**config.mk**
```make
export PLATFORM = sky130hd
export DESIGN_NAME = ldl_fifo_ws_v1
export DESIGN_NICKNAME = d
export VERILOG_FILES = /design/src/rtl/ldl_fifo_ws_v1.sv
export SDC_FILE = /design/constraint.sdc
export NUM_CORES = 1
export LEC_CHECK = 0
export CAP_MARGIN = 20
export CELL_PAD_IN_SITES_DETAIL_PLACEMENT = 0
export CELL_PAD_IN_SITES_GLOBAL_PLACEMENT = 1
export CORE_MARGIN = 8
export CORE_UTILIZATION = 29
export DETAILED_ROUTE_END_ITERATION = 8
export PLACE_DENSITY = 0.8
export SLEW_MARGIN = 10
export SYNTH_ARGS = -nofsm -noshare
export SYNTH_HDL_FRONTEND = slang
export SYNTH_SLANG_ARGS = --single-unit
```
**constraint.sdc**
```tcl
create_clock -name clk -period 3.5 [get_ports clk]
set_input_delay 0.525 -clock clk [delete_from_list [all_inputs] [get_ports clk]]
set_output_delay 0.525 -clock clk [all_outputs]
set_load 0.03 [all_outputs]
```
**src/rtl/ldl_fifo_ws_v1.sv**
```systemverilog
// ldl_fifo_ws_v1: write-side controller for the single-clock FIFO.
// Owns the write pointer, drives the RAM write port, and produces registered
// full/almost-full flags, the occupancy/free-space counts and a sticky overflow flag.
// Optional build macro LDL_FIFO_WS_OVF_CNT_EN adds a saturating overflow-attempt
// counter on ovf_cnt; without it ovf_cnt is tied to zero.
module ldl_fifo_ws_v1 #(
    parameter int unsigned AW       = 8,
    parameter int unsigned AF_LEVEL = 2**AW - 2,
    parameter int unsigned OVF_CW   = 8
) (
    input  logic              clk,
    input  logic              rst,
    input  logic              we,
    output logic              full,
    output logic              almost_full,
    output logic              mw,
    output logic [AW-1:0]     wa,
    output logic [AW:0]       w_pt,
    input  logic [AW:0]       r_pt,
    output logic [AW:0]       wcnt,
    output logic [AW:0]       free,
    output logic              ovf,
    input  logic              ovf_clr,
    output logic [OVF_CW-1:0] ovf_cnt
);

    localparam logic [AW:0]   Depth   = {1'b1, {AW{1'b0}}};
    localparam logic [AW:0]   DepthM1 = Depth - 1'b1;
    localparam logic [AW+1:0] AfLevel = (AW+2)'(AF_LEVEL);

    logic [AW:0]   w_pt_d, w_pt_q;
    logic          full_d, full_q;
    logic          af_d, af_q;
    logic          ovf_d, ovf_q;
    logic          fw;
    logic          ovf_hit;
    logic [AW:0]   wcnt_w;
    logic [AW+1:0] af_sum;

    // Accepted write, overflow attempt and pointer-derived counts.
    always_comb begin
        fw      = we & ~full_q;
        ovf_hit = we & full_q;
        // Modular subtraction stays correct across the lap-bit wrap.
        wcnt_w  = w_pt_q - r_pt;
        // One bit wider so occupancy plus the pending write cannot overflow.
        af_sum  = {1'b0, wcnt_w} + {{(AW+1){1'b0}}, fw};
    end

    // Next-state for pointer, flags and sticky overflow.
    always_comb begin
        w_pt_d = w_pt_q;
        full_d = 1'b0;
        af_d   = 1'b0;
        ovf_d  = ovf_q;
        if (fw) begin
            w_pt_d = w_pt_q + 1'b1;
        end
        // Reads in this cycle are not looked ahead; flags may over-report by one cycle.
        if (wcnt_w == Depth) begin
            full_d = 1'b1;
        end else if ((wcnt_w == DepthM1) && fw) begin
            full_d = 1'b1;
        end
        af_d = (af_sum >= AfLevel);
        // Set has priority over clear.
        if (ovf_hit) begin
            ovf_d = 1'b1;
        end else if (ovf_clr) begin
            ovf_d = 1'b0;
        end
    end

    // State registers with synchronous active-high reset.
    always_ff @(posedge clk) begin
        if (rst) begin
            w_pt_q <= '0;
            full_q <= 1'b0;
            af_q   <= 1'b0;
            ovf_q  <= 1'b0;
        end else begin
            w_pt_q <= w_pt_d;
            full_q <= full_d;
            af_q   <= af_d;
            ovf_q  <= ovf_d;
        end
    end

`ifdef LDL_FIFO_WS_OVF_CNT_EN
    localparam logic [OVF_CW-1:0] OvfMax = '1;

    logic [OVF_CW-1:0] ovf_cnt_d, ovf_cnt_q;

    // Saturating overflow-attempt counter; a same-cycle attempt and clear leaves 1.
    always_comb begin
        ovf_cnt_d = ovf_cnt_q;
        if (ovf_hit) begin
            if (ovf_clr) begin
                ovf_cnt_d = OVF_CW'(1);
            end else if (ovf_cnt_q != OvfMax) begin
                ovf_cnt_d = ovf_cnt_q + 1'b1;
            end
        end else if (ovf_clr) begin
            ovf_cnt_d = '0;
        end
    end

    // Overflow counter register.
    always_ff @(posedge clk) begin
        if (rst) begin
            ovf_cnt_q <= '0;
        end else begin
            ovf_cnt_q <= ovf_cnt_d;
        end
    end

    assign ovf_cnt = ovf_cnt_q;
`else
    assign ovf_cnt = '0;
`endif

    assign mw          = fw;
    assign wa          = w_pt_q[AW-1:0];
    assign w_pt        = w_pt_q;
    assign wcnt        = wcnt_w;
    assign free        = Depth - wcnt_w;
    assign full        = full_q;
    assign almost_full = af_q;
    assign ovf         = ovf_q;

endmodule
```
# ---- Word level (Yosys, flattened, before mapping)
# Index checks and enable logic that the tools add are counted.
dict set report word_totals {
  input_bits 13
  wordCells 20
  register_bits 12
}
dict set report classes {
  magnitude_cmp 1
  reduce_logical 2
  n_eq_ne 2
  bitwise 3
  muxes 4
  n_addsub 4
}
# op count
set ops {}
lappend ops {{$add 9x1->10} 1}
lappend ops {{$ge 10x8->1 const B} 1}
lappend ops {{$add 9x1->9 const B} 1}
lappend ops {{$eq 9x8->1 const B} 1}
lappend ops {{$eq 9x9->1 const B} 1}
lappend ops {{$sub 9x9->9} 1}
lappend ops {{$sub 9x9->9 const A} 1}
lappend ops {{$mux 1} 4}
lappend ops {{$and 1x1->1} 2}
lappend ops {{$reduce_bool 2->1} 1}
lappend ops {{$logic_and 1x1->1} 1}
lappend ops {{$not 1->1} 1}

# ---- Logic depth before layout (Yosys ltp)
dict set report logic_depth {
  depth_word 5
  depth_mapped 13
  ltp_nobuf 13
}

# ---- Worst setup path before layout
# No wires, ideal clock.
dict set report synth_path {
  path_kind {register to output}
  startpoint {register w_pt_q[0], in the netlist w_pt[0]}
  endpoint {output port free[8]}
  arrival_ps 2937
  path_buffers 0
  stages_incl_launch_ff 10
  path_slack_ps 38
  required_time_ps 2975
  path_cell_list {dfxtp_1 > inv_1 > ha_1 > inv_1 > fa_1 > a211oi_2 > o41ai_1 > a31oi_1 > xnor2_1 > ha_1}
}
dict set report synth_via {
  elab_chain_cells 2
}
# element line
set synth_rtl {}
lappend synth_rtl {{start, declared} 31} ;# logic [AW:0] w_pt_d, w_pt_q;
lappend synth_rtl {{start signal, assigned} 82} ;# w_pt_q <= w_pt_d;
lappend synth_rtl {{$sub 9x9->9} 45} ;# wcnt_w = w_pt_q - r_pt;
lappend synth_rtl {{via wcnt[8]} 20} ;# output logic [AW:0] wcnt,
lappend synth_rtl {{$sub 9x9->9} 126} ;# assign free = Depth - wcnt_w;
lappend synth_rtl {{end, declared} 21} ;# output logic [AW:0] free,
# The timed path passes the listed nets, and every way through them passes these cells.

# ---- Worst setup path after layout
dict set report layout_path {
  startpoint {input port r_pt[2]}
  endpoint {output port free[8]}
}
dict set report layout_via {
  elab_chain_cells 2
}
# element line
set layout_rtl {}
lappend layout_rtl {{start, declared} 19} ;# input logic [AW:0] r_pt,
lappend layout_rtl {{$sub 9x9->9} 45}
lappend layout_rtl {{$sub 9x9->9} 126}
# No other way between the ends.

==> impl_metrics.yaml <==
status:
  status: "completed"
floorplanning:
  core_um2: 4350
  dieArea_um2: 6930
  dieHeight_um: 83.3
  ios: 60
  rows: 24
  die_x_um: 83.3
  initial_core_util_pct: 30.1
global_routing:
  grt-ovfl-total: 0
  grt_first_pass_wirelength_um: 6160
  grt_max_degree: 13
  grt_util_all_layers_pct: 10.4
  grt_pass1_vias: 1347
  antenna_found_initial: 0
cts:
  cts_buffers: 3
  clk_latency_ps: 240
  htree_num_levels: 1
  clk_pin_slew_ps: 50
  cts_tree: "built"
  cts.sinks: 12
  cts_root_buffer: "clkbuf_8"
  clockBufferDepth: 2
  holdBufCountCts: 0
  post_cts_buffers: 0
critical_path:
  reg2reg_to: "full$_SDFF_PP0_"
  slowest_delay_ps: 480
  rrSetupSlack_ps: 850
  endpoint_kind: "output pin"
  required_ps: 2970
  cp_cell_sequence: "clkdlybuf4s50_1 -> inv_1 -> ha_1 -> a211oi_2 -> o41ai_1 -> xnor2_1 -> inv_1 -> nor3_2 -> ha_1 -> buf_6"
  worstPathArrival_ps: 2800
  cp_num_buf_inv: 4
  reg2reg_from: "w_pt[0]$_SDFFE_PP0P_"
  cpLargestDelayFamily: "buffers and inverters"
  crit_fanout: 3
  cpMaxStageDelayCell: "o41ai_1"
  critPathKind: "input pin to output pin"
  start_kind: "input pin"
  r2r_cells: 11
job:
  drv_cap: 0
hold_path:
  holdPathEnd: "ovf$_SDFFE_PP0P_"
  hold_depth: 2
  worstHoldStart: "ovf$_SDFFE_PP0P_"
  hold_path.class: "flip-flop to flip-flop"
power:
  seq_power_share_pct: 21.7
  ir_drop_uv: 136
  p_leak_nw: 0.939
  clkPwrFrac_pct: 23.2
  p_total_uw: 656
  combPwrFrac_pct: 55.1
  switchingPower_uw: 257
  p_per_area_nw_per_um2: 313
  sw_frac_of_total_pct: 39.2
  internal_power_uw: 399
sta:
  slew_headroom_pct: 67.3
  min_period_ps: 3320
  clock-skew-final_ps: 0.624
  setup_ws_ps: 176
  fmax_mhz: 301
  hold_viol: 0
  post-route-period-util_pct: 95.0
  grt_setup_unrepaired: "no"
  maxSlewViolCount: 0
  tightest_slew_ps: 483
  finalSetupViolations: 0
layout:
  drive_gt1_share_pct: 28.5
  multi_input_area_um2: 921
  syn_to_final_growth_pct: 59.4
  antenna_cells: 0
  regArea_um2: 240
  n_fill_cell: 451
  post-route-cell-area_um2: 2090
  nNetsFinal: 264
synthesis:
  syn_area_um2: 1310
  synth.avg_cell_area_um2: 8.20
  ys_seq_elements: 12
  ys_seq_area_share_pct: 18.3
  ys_warn_count: 0
  synth_cells: 160
  ys_types: 42
drt:
  drc: 0
  routed_wl_um: 3690
  vias: 1284
  via_per_inst: 4.47
  dr.pass1.iters: 4
  avgRoutedWirePerCell_um: 12.9
  drtIter0Drc: 35
  antenna_left: 0
placement:
  place.gp.congestion: 0.824
  place_ws_ps: -579
  port_buffers: 51
  place_area_um2: 2000
  dpl.hpwl_um: 3090
-- logic make-up after synthesis --
| kind of cell | Yosys count | synth area share, % |
|---|---|---|
| adder cells (fa/ha/maj) | 15 | 14.9 |
| buffers and inverters | 37 | 15.7 |
| multiplexers | 1 | 0.763 |
| AND/OR/NAND/NOR | 46 | 18.2 |
| XOR/XNOR | 21 | 15.2 |
| AO/OA/AOI/OAI | 27 | 16.7 |
| flip-flops | 12 | 18.3 |
| other | 1 | 0.286 |
-- registers in the layout (all words and copies together), names as in the netlist --
register and flops:
full 1, ovf 1, almost_full 1, w_pt 9
-- Yosys cell counts (all sizes together) --
cell type / n / area, um^2
nand4: 4 / 40.0
or3: 3 / 18.8
o21ba: 1 / 10.0
nand2b: 3 / 18.8
o311ai: 1 / 26.3
dfxtp: 12 / 240
mux2i: 1 / 10.0
o31ai: 1 / 7.51
nor3: 3 / 15.0
conb: 1 / 3.75
xnor2: 12 / 113
a21oi: 10 / 65.1
o41ai: 1 / 8.76
nand3: 2 / 10.0
and3: 1 / 6.26
buf: 18 / 135
o21ai: 4 / 20.0
nor2: 13 / 48.8
nor4b: 1 / 8.76
nand2: 12 / 45.0
a221oi: 1 / 8.76
a31oi: 1 / 6.26
a22oi: 1 / 7.51
a21o: 2 / 15.0
or4: 1 / 7.51
clkbuf: 2 / 7.51
xor2: 9 / 86.3
o2111ai: 1 / 8.76
a2111o: 2 / 22.5
inv: 17 / 63.8
fa: 1 / 20.0
ha: 14 / 175
nor3b: 1 / 7.51
nor2b: 2 / 12.5
a211oi: 1 / 12.5
-- cell usage in the layout, fill, tap and decap left out, drive strengths merged, types with 2 or more instances in the layout --
cell / n
nor2: 13
a2111o: 2
nand2b: 3
ha: 14
conb: 8
nor2b: 2
xnor2: 12
a21o: 2
xor2: 9
or3: 3
a21oi: 10
buf: 45
nor3: 3
inv: 17
clkdlybuf4s50: 38
o21ai: 4
dfxtp: 12
clkbuf: 4
nand4: 4
nand2: 12
nand3: 2
-- worst max path at each step --
| stage | end | from | depth (start not counted) |
|---|---|---|---|
| 2_1_floorplan | free[8] | w_pt[0]$_SDFFE_PP0P_ | 9 |
| 3_3_place_gp | free[8] | r_pt[0] | 12 |
| 3_5_place_dp | free[8] | r_pt[0] | 12 |
| 4_1_cts | free[8] | r_pt[0] | 12 |
| 5_1_grt | free[8] | r_pt[2] | 10 |
| 6_report | free[8] | r_pt[2] | 10 |
-- area by class of cell --
cell class	instances	share of cell area, %
inverters	17	3.05
repair buffers	84	35.7
clock buffers	4	2.63
flip-flops and latches	12	11.5
multi-input cells	118	44.0
well taps	52	3.11
-- layer usage --
layer,wire (um),vias to the layer above,GRT usage [%]
met4,0,0,1.44
met5,0,-,0
met1,1770,573,12.5
met3,285,0,4.30
met2,1630,44,17.1
li1,-,667,-
-- worst reg2reg max path, stage by stage (launching register included) --
cell and delay, ps:
dfxtp_1 320, inv_1 50, ha_2 170, inv_2 60
fa_2 210, a211oi_2 90, o41ai_1 480, a31oi_1 180
xnor2_1 170, buf_4 160, or4_1 520, a21oi_1 160
-- timing repair --
action / 4_1_cts / 5_1_grt
pin swaps: 1 / 9
resized for setup: 8 / 10
hold endpoints to repair: 0 / 0
setup endpoints to repair: 2 / 3
cloned: 0 / 0
-- power groups by stage --
stage | combinational, mW | sequential [mW] | clock [mW]
after floorplan | 0.212 | 0.154 | 0
after global placement | 0.358 | 0.145 | 0
after detailed placement | 0.359 | 0.145 | 0
after CTS | 0.362 | 0.142 | 0.159
after global routing | 0.390 | 0.143 | 0.166
final | 0.361 | 0.142 | 0.152
-- metrics by stage --
stage	utilization, %	std cells	setup TNS [ps]	hold slack (ps)
6_report	48.0	287	0	465
5_1_grt	48.0	287	0	506
4_1_cts	47.5	287	0	476
3_5_place_dp	46.0	283	-627	468
3_3_place_gp	46.0	283	-507	462
2_1_floorplan	-	167	0	587
No activity file was read; power rests on OpenSTA's default activity.
